### src/rtl/divider_pkg.sv
`default_nettype none
// ============================================================================
//  divider_pkg
//  Shared FSM encodings and iteration constants for the restoring divider.
//  Revision: 1.0
// ============================================================================
package divider_pkg;

    localparam int DIV_DATA_WIDTH = 8;
    localparam int ITER_COUNT     = 2 * DIV_DATA_WIDTH;

    // Counter must hold the full iteration count, not just count-1.
    function automatic int cnt_width(input int iters);
        return $clog2(iters + 1);
    endfunction

    localparam int CNT_WIDTH = cnt_width(ITER_COUNT);

    typedef enum logic [1:0] {
        ST_IDLE = 2'd0,
        ST_CALC = 2'd1,
        ST_DONE = 2'd2
    } div_state_t;

endpackage
`default_nettype wire

### src/rtl/div_sub_stage.sv
`default_nettype none
// ============================================================================
//  div_sub_stage
//  Combinational trial subtract of one restoring-division step.
//  Revision: 1.0
// ============================================================================
module div_sub_stage
    import divider_pkg::*;
#(
    parameter int WIDTH = ITER_COUNT
) (
    input  logic [WIDTH:0]   i_rem,
    input  logic [WIDTH-1:0] i_divisor,
    output logic [WIDTH-1:0] o_diff,
    output logic             o_borrow
);

    logic [WIDTH+1:0] w_ext;

    assign w_ext  = {1'b0, i_rem} - {2'b00, i_divisor};
    assign o_diff = w_ext[WIDTH-1:0];
    // A difference that cannot fit the WIDTH-bit partial remainder is a failed trial.
    assign o_borrow = w_ext[WIDTH+1] | w_ext[WIDTH];

endmodule
`default_nettype wire

### src/rtl/restoring_divider_16bit.sv
`default_nettype none
// ============================================================================
//  restoring_divider_16bit
//  Sequential unsigned restoring divider, one quotient bit per clock.
//  Option: DIVIDER_DIVZERO_DETECT_EN short-circuits a zero divisor to DONE.
//  Revision: 1.0
// ============================================================================
module restoring_divider_16bit
    import divider_pkg::*;
#(
    parameter int DATA_WIDTH = DIV_DATA_WIDTH
) (
    input  logic                    clk,
    input  logic                    rst_n,
    input  logic                    start,
    input  logic [2*DATA_WIDTH-1:0] inData_A,
    input  logic [2*DATA_WIDTH-1:0] inData_B,
    output logic                    busy,
    output logic                    done,
    output logic [2*DATA_WIDTH-1:0] quotient,
    output logic [2*DATA_WIDTH-1:0] remainder,
    output logic                    div_by_zero
);

    localparam int c_W     = 2 * DATA_WIDTH;
    localparam int c_CNT_W = cnt_width(c_W);

    div_state_t         r_state;
    logic [c_CNT_W-1:0] r_cnt;
    logic [c_W-1:0]     r_dividend;
    logic [c_W-1:0]     r_divisor;
    logic [c_W-1:0]     r_rem;
    logic [c_W-1:0]     r_quotient;
    logic [c_W-1:0]     r_remainder;
    logic               r_busy;
    logic               r_done;
    logic               r_div_by_zero;

    logic [c_W:0]       w_shift;
    logic [c_W-1:0]     w_diff;
    logic               w_borrow;
    logic [c_W-1:0]     w_next_rem;
    logic [c_W-1:0]     w_next_quo;
    logic               w_divzero_req;

`ifdef DIVIDER_DIVZERO_DETECT_EN
    assign w_divzero_req = (inData_B == '0);
`else
    assign w_divzero_req = 1'b0;
`endif

    // The dividend register doubles as the quotient shift register.
    assign w_shift    = {r_rem, r_dividend[c_W-1]};
    assign w_next_rem = w_borrow ? w_shift[c_W-1:0] : w_diff;
    assign w_next_quo = {r_dividend[c_W-2:0], ~w_borrow};

    div_sub_stage #(
        .WIDTH (c_W)
    ) u_sub (
        .i_rem     (w_shift),
        .i_divisor (r_divisor),
        .o_diff    (w_diff),
        .o_borrow  (w_borrow)
    );

    always_ff @(posedge clk or negedge rst_n) begin
        if (!rst_n) begin
            r_state       <= ST_IDLE;
            r_cnt         <= '0;
            r_dividend    <= '0;
            r_divisor     <= '0;
            r_rem         <= '0;
            r_quotient    <= '0;
            r_remainder   <= '0;
            r_busy        <= 1'b0;
            r_done        <= 1'b0;
            r_div_by_zero <= 1'b0;
        end else begin
            r_done <= 1'b0;
            case (r_state)
                ST_IDLE: begin
                    if (start) begin
                        if (w_divzero_req) begin
                            r_quotient    <= '1;
                            r_remainder   <= inData_A;
                            r_div_by_zero <= 1'b1;
                            r_done        <= 1'b1;
                            r_state       <= ST_DONE;
                        end else begin
                            r_dividend <= inData_A;
                            r_divisor  <= inData_B;
                            r_rem      <= '0;
                            r_cnt      <= c_CNT_W'(c_W);
                            r_busy     <= 1'b1;
                            r_state    <= ST_CALC;
                        end
                    end
                end
                ST_CALC: begin
                    r_dividend <= w_next_quo;
                    r_rem      <= w_next_rem;
                    r_cnt      <= r_cnt - c_CNT_W'(1);
                    if (r_cnt == c_CNT_W'(1)) begin
                        r_quotient    <= w_next_quo;
                        r_remainder   <= w_next_rem;
                        r_div_by_zero <= 1'b0;
                        r_busy        <= 1'b0;
                        r_done        <= 1'b1;
                        r_state       <= ST_DONE;
                    end
                end
                ST_DONE: begin
                    r_state <= ST_IDLE;
                end
                default: begin
                    r_state <= ST_IDLE;
                end
            endcase
        end
    end

    assign busy        = r_busy;
    assign done        = r_done;
    assign quotient    = r_quotient;
    assign remainder   = r_remainder;
    assign div_by_zero = r_div_by_zero;

endmodule
`default_nettype wire

### config.mk
export PLATFORM = sky130hd
export DESIGN_NAME = restoring_divider_16bit
export DESIGN_NICKNAME = d
export VERILOG_FILES = /design/src/rtl/divider_pkg.sv /design/src/rtl/div_sub_stage.sv /design/src/rtl/restoring_divider_16bit.sv
export SDC_FILE = /design/constraint.sdc
export NUM_CORES = 1
export LEC_CHECK = 0
export ABC_AREA = 1
export BUFFER_PORTS_ARGS = -buffer_cell sky130_fd_sc_hd__buf_2
export CAP_MARGIN = 20
export CELL_PAD_IN_SITES_DETAIL_PLACEMENT = 1
export CELL_PAD_IN_SITES_GLOBAL_PLACEMENT = 2
export CORE_MARGIN = 2
export CORE_UTILIZATION = 33
export CTS_BUF_LIST = sky130_fd_sc_hd__clkbuf_16
export DETAILED_ROUTE_END_ITERATION = 8
export HOLD_SLACK_MARGIN = 0.1
export PLACE_DENSITY_LB_ADDON = 0.1
export SLEW_MARGIN = 20
export SYNTH_ARGS = -nofsm -noshare
export SYNTH_HDL_FRONTEND = slang
export SYNTH_SLANG_ARGS = --single-unit
export TNS_END_PERCENT = 1
### constraint.sdc
create_clock -name clk -period 2.9 [get_ports clk]
set_input_delay 0.435 -clock clk [delete_from_list [all_inputs] [get_ports clk]]
set_output_delay 0.435 -clock clk [all_outputs]
set_load 0.005 [all_outputs]
==> Flow_metrics.wiki <==
{| class="wikitable"
! Metric !! Value
|-
| Status || complete, no violations
|-
| Post-layout minimum cycle time || 2.50 ns
|-
| Detailed Route Iter0 Violations || approximately 180
|-
| Share of the yosys chip area belonging to registers || between 40% and 50%
|-
| Die width || around 120 µm
|-
| CP cell instances || inv_1 > ha_1 > inv_1 > fa_1 > nand2_1 > nand2_1 > nand3_1 > nand2_2 > nand2_4 > nand2_2 > nand2_4 > nand2_4 > nor2_4 > nand2_1 > nand3_1 > nand2_1
|-
| Final setup violating endpoints || 0
|-
| Clock tree from TritonCTS || built
|-
| Async set-or-reset flop fraction in the synthesized netlist || 100%
|-
| Synthesis-to-finish area growth || 17.1%
|-
| Worst setup slack before clock tree synthesis || about 0.40 ns
|-
| Maximum count of clock buffers along a single path || 2
|-
| Post-synth top area cell || sky130_fd_sc_hd__dfrtp_1
|-
| Post-synthesis cell area || approximately 4800 µm²
|-
| Reg-to-reg endpoint || remainder[1]
|-
| Initial standard-cell utilization of the core || roughly 34%
|-
| Arrival time at the worst endpoint || around 2.7 ns
|-
| Critical path capture point type || flip-flop
|-
| Clock latency on the worst-skew pair || approximately 0.35 ns
|-
| Total number of vias || between 4,000 and 5,000
|-
| Post-layout instance area || about 5600 µm²
|-
| Global-route wire length before repair || roughly 22,000 µm
|-
| I/O pins || 70
|-
| Portion of synthesized cell area occupied by the leading cell type || about 47%
|-
| Number of hold-slack violations in the final timing report || 0
|-
| Post-DP Area || 5290 µm²
|-
| Nets in the synthesized netlist || between 600 and 700
|-
| Worst slew pin tran || between 0.6 and 0.7 ns
|-
| RSZ-0062 raised after global routing || no
|-
| Cells on worst reg2reg path || 16
|-
| Leakage || 0.00298 µW
|-
| Final HPWL DP || 9870 µm
|-
| Syn_area_per_cell || approximately 7.8 µm²
|-
| Highest Clock Rate || between 0.4 and 0.5 GHz
|-
| Number of rows created at floorplan || 43
|-
| Port buffer count || 68
|-
| Power per unit of standard cell area || between 1000 and 1500 nW/µm²
|-
| Startpoint Class || flip-flop
|-
| # H-tree levels || 3
|-
| Diodes inserted || 0
|-
| Die Outline Area || about 15,000 µm²
|-
| Peak VDD IR || around 0.41 mV
|-
| Height of the die || roughly 120 µm
|-
| Drt drc || 0
|-
| Number of hold buffers added after CTS || 0
|-
| MaxCap Viol Count || 0
|-
| Fraction of the cycle the final worst path needs || between 80% and 90%
|-
| Layout cells sized above 1 || ~17%
|-
| YS warnings || 0
|-
| Instance count of the mapped netlist || around 610
|-
| Cell types with the highest counts after synthesis || sky130_fd_sc_hd__nand2_1, sky130_fd_sc_hd__dfrtp_1, sky130_fd_sc_hd__inv_1
|-
| Worst hold-check path type || in2async
|-
| Register-to-Register Setup Slack || between 0.4 and 0.5 ns
|-
| Synth Register Bits || 89
|-
| Required time reported for the critical path endpoint || 3.13 ns
|-
| Total iterations of the first detailed-routing run || 4
|-
| Biggest area contributors in the synthesized netlist || sky130_fd_sc_hd__dfrtp_1, sky130_fd_sc_hd__nand2_1, sky130_fd_sc_hd__inv_1, sky130_fd_sc_hd__ha_1, sky130_fd_sc_hd__o21ai_0
|-
| Number of synthesized flops with an enable pin || 0
|-
| Count leader, synth || sky130_fd_sc_hd__nand2_1
|-
| Slew Limit Fails || 0
|-
| GP Congestion || 0.800
|-
| CTS buffer count || 9
|-
| Library cell appearing most often on the critical path || sky130_fd_sc_hd__nand2_1
|-
| Post-synthesis cell type count || 40
|-
| Most used flip-flop cell after synthesis || sky130_fd_sc_hd__dfrtp_1
|-
| Most utilized layer in the global route result || met2
|-
| Aggregate global routing overflow || 0
|-
| Global-route met1 utilization || roughly a quarter
|-
| Rel. slew slack || a little under three fifths
|-
| Slack of the critical path || approximately 0.4 ns
|-
| Number of antenna violations at the first check in global routing || 0
|-
| Critical path start-end classification || reg2reg
|-
| # resized after CTS || 0
|-
| Overall Global Routing Usage || between 10% and 20%
|-
| Mean routed wirelength per cell || between 15 and 20 µm
|-
| Worst path slowest cell || sky130_fd_sc_hd__fa_1
|-
| Via-to-Cell Ratio || roughly 4.7
|-
| Launch point of the worst reg-to-reg path || r_dividend[15]
|-
| Buffers inserted during post-CTS setup optimization || 0
|-
| Maximum fanout along the worst path || 13
|-
| Fin Clk Skew || 0.00827 ns
|-
| TritonCTS Sinks || 89
|-
| Total Negative Setup Slacks || 0 ns
|-
| Post-Route WL || 13,100 µm
|-
| Met2 demand-to-capacity share in global routing || 30.1%
|-
| Remaining number of nets flagged by the antenna check after routing || 0
|-
| Core footprint || about 14,000 µm²
|-
| Buffer cell driving the clock tree root || sky130_fd_sc_hd__clkbuf_16
|-
| Clock-pin slew on the worst setup and hold paths || roughly 0.070 ns
|-
| Delay of the slowest cell on the worst path || roughly 0.43 ns
|-
| Largest net degree at the start of global routing || 50
|-
| Post-layout net count || between 700 and 800
|-
| Number of global-route vias before repair || roughly 4,300
|-
| M3 GR Usage || 4.26%
|}
registers in the layout, summed over array words and instances (netlist names):
name,count
busy,1
done,1
quotient,16
r_cnt,5
r_dividend,16
r_divisor,16
r_rem,16
r_state,2
remainder,16
per-layer routing:
metal  part of all wire (%)  vias to the layer above  routed length [µm]
li1                       -                     2060                   -
met1                     49                     1946                6440
met2                     46                       56                6040
met3                    4.0                        8                 526
met4                    1.1                        0                 146
met5                      0                        -                   0
through the flow:
step                      hold WS (ns)  power [µW]  cells  util [%]
after floorplan                  0.139        5310    609         -
after global placement           0.457        6570    845      37.8
after global routing             0.156        8540    861      39.8
after CTS                        0.123        7820    861      39.8
final                            0.114        7680    861      39.8
after detailed placement         0.461        6630    845      37.8
final cells by class:
class	count	area (µm²)
Fill cell	1769	8420
Sequential cell	89	2230
Multi-Input combinational cell	431	2160
Timing Repair Buffer	75	408
Inverter	70	263
Clock buffer	9	225
Tap cell	180	225
Clock inverter	7	53.8
worst max-delay path by stage:
stage,cells after the start,from,end,slack (ns)
floorplan,17,r_dividend[15],remainder[2],0.78
global placement,17,r_dividend[15],remainder[8],0.45
detailed placement,16,r_dividend[15],remainder[1],0.40
CTS,16,r_dividend[15],remainder[1],0.39
global route,16,r_dividend[15],remainder[0],0.15
finish,16,r_dividend[15],remainder[1],0.40
cell usage in the layout, fill, tap and decap left out, types with 5 or more instances in the layout:
| master | count |
|---|---|
| sky130_fd_sc_hd__nand2_1 | 255 |
| sky130_fd_sc_hd__nor2_1 | 19 |
| sky130_fd_sc_hd__buf_2 | 67 |
| sky130_fd_sc_hd__nand2_2 | 8 |
| sky130_fd_sc_hd__ha_1 | 18 |
| sky130_fd_sc_hd__o221ai_1 | 11 |
| sky130_fd_sc_hd__inv_1 | 68 |
| sky130_fd_sc_hd__o21ai_0 | 38 |
| sky130_fd_sc_hd__nand4_1 | 6 |
| sky130_fd_sc_hd__a21oi_1 | 10 |
| sky130_fd_sc_hd__clkbuf_16 | 9 |
| sky130_fd_sc_hd__buf_4 | 7 |
| sky130_fd_sc_hd__nand3_1 | 24 |
| sky130_fd_sc_hd__xor2_1 | 5 |
| sky130_fd_sc_hd__dfrtp_1 | 89 |
cell families (layout without fill, tap and decap cells):
family          Yosys count  in the layout  share of synthesized area [%]
other cells               1              1                         0.0789
buf+inv                  89            161                           7.61
mux                       1              1                          0.211
simple gates            328            328                           29.1
flops                    89             89                           46.9
compound gates           75             75                           9.64
fa+ha+maj                19             19                           5.16
xor+xnor                  7              7                           1.29
worst max-delay path, delay by kind of cell, from the launching register on:
kind	cells	cell delay, ns
AND/OR/NAND/NOR	12	1.26
buffers and inverters	2	0.18
adder cells (fa/ha/maj)	2	0.58
flip-flops	1	0.36
power by group:
| part | switching [µW] | total, µW | internal (µW) |
|---|---|---|---|
| registers | 326 | 2170 | 1840 |
| logic | 2870 | 4390 | 1510 |
| clock network | 534 | 1120 | 590 |
(Power assumes the default switching activity.)
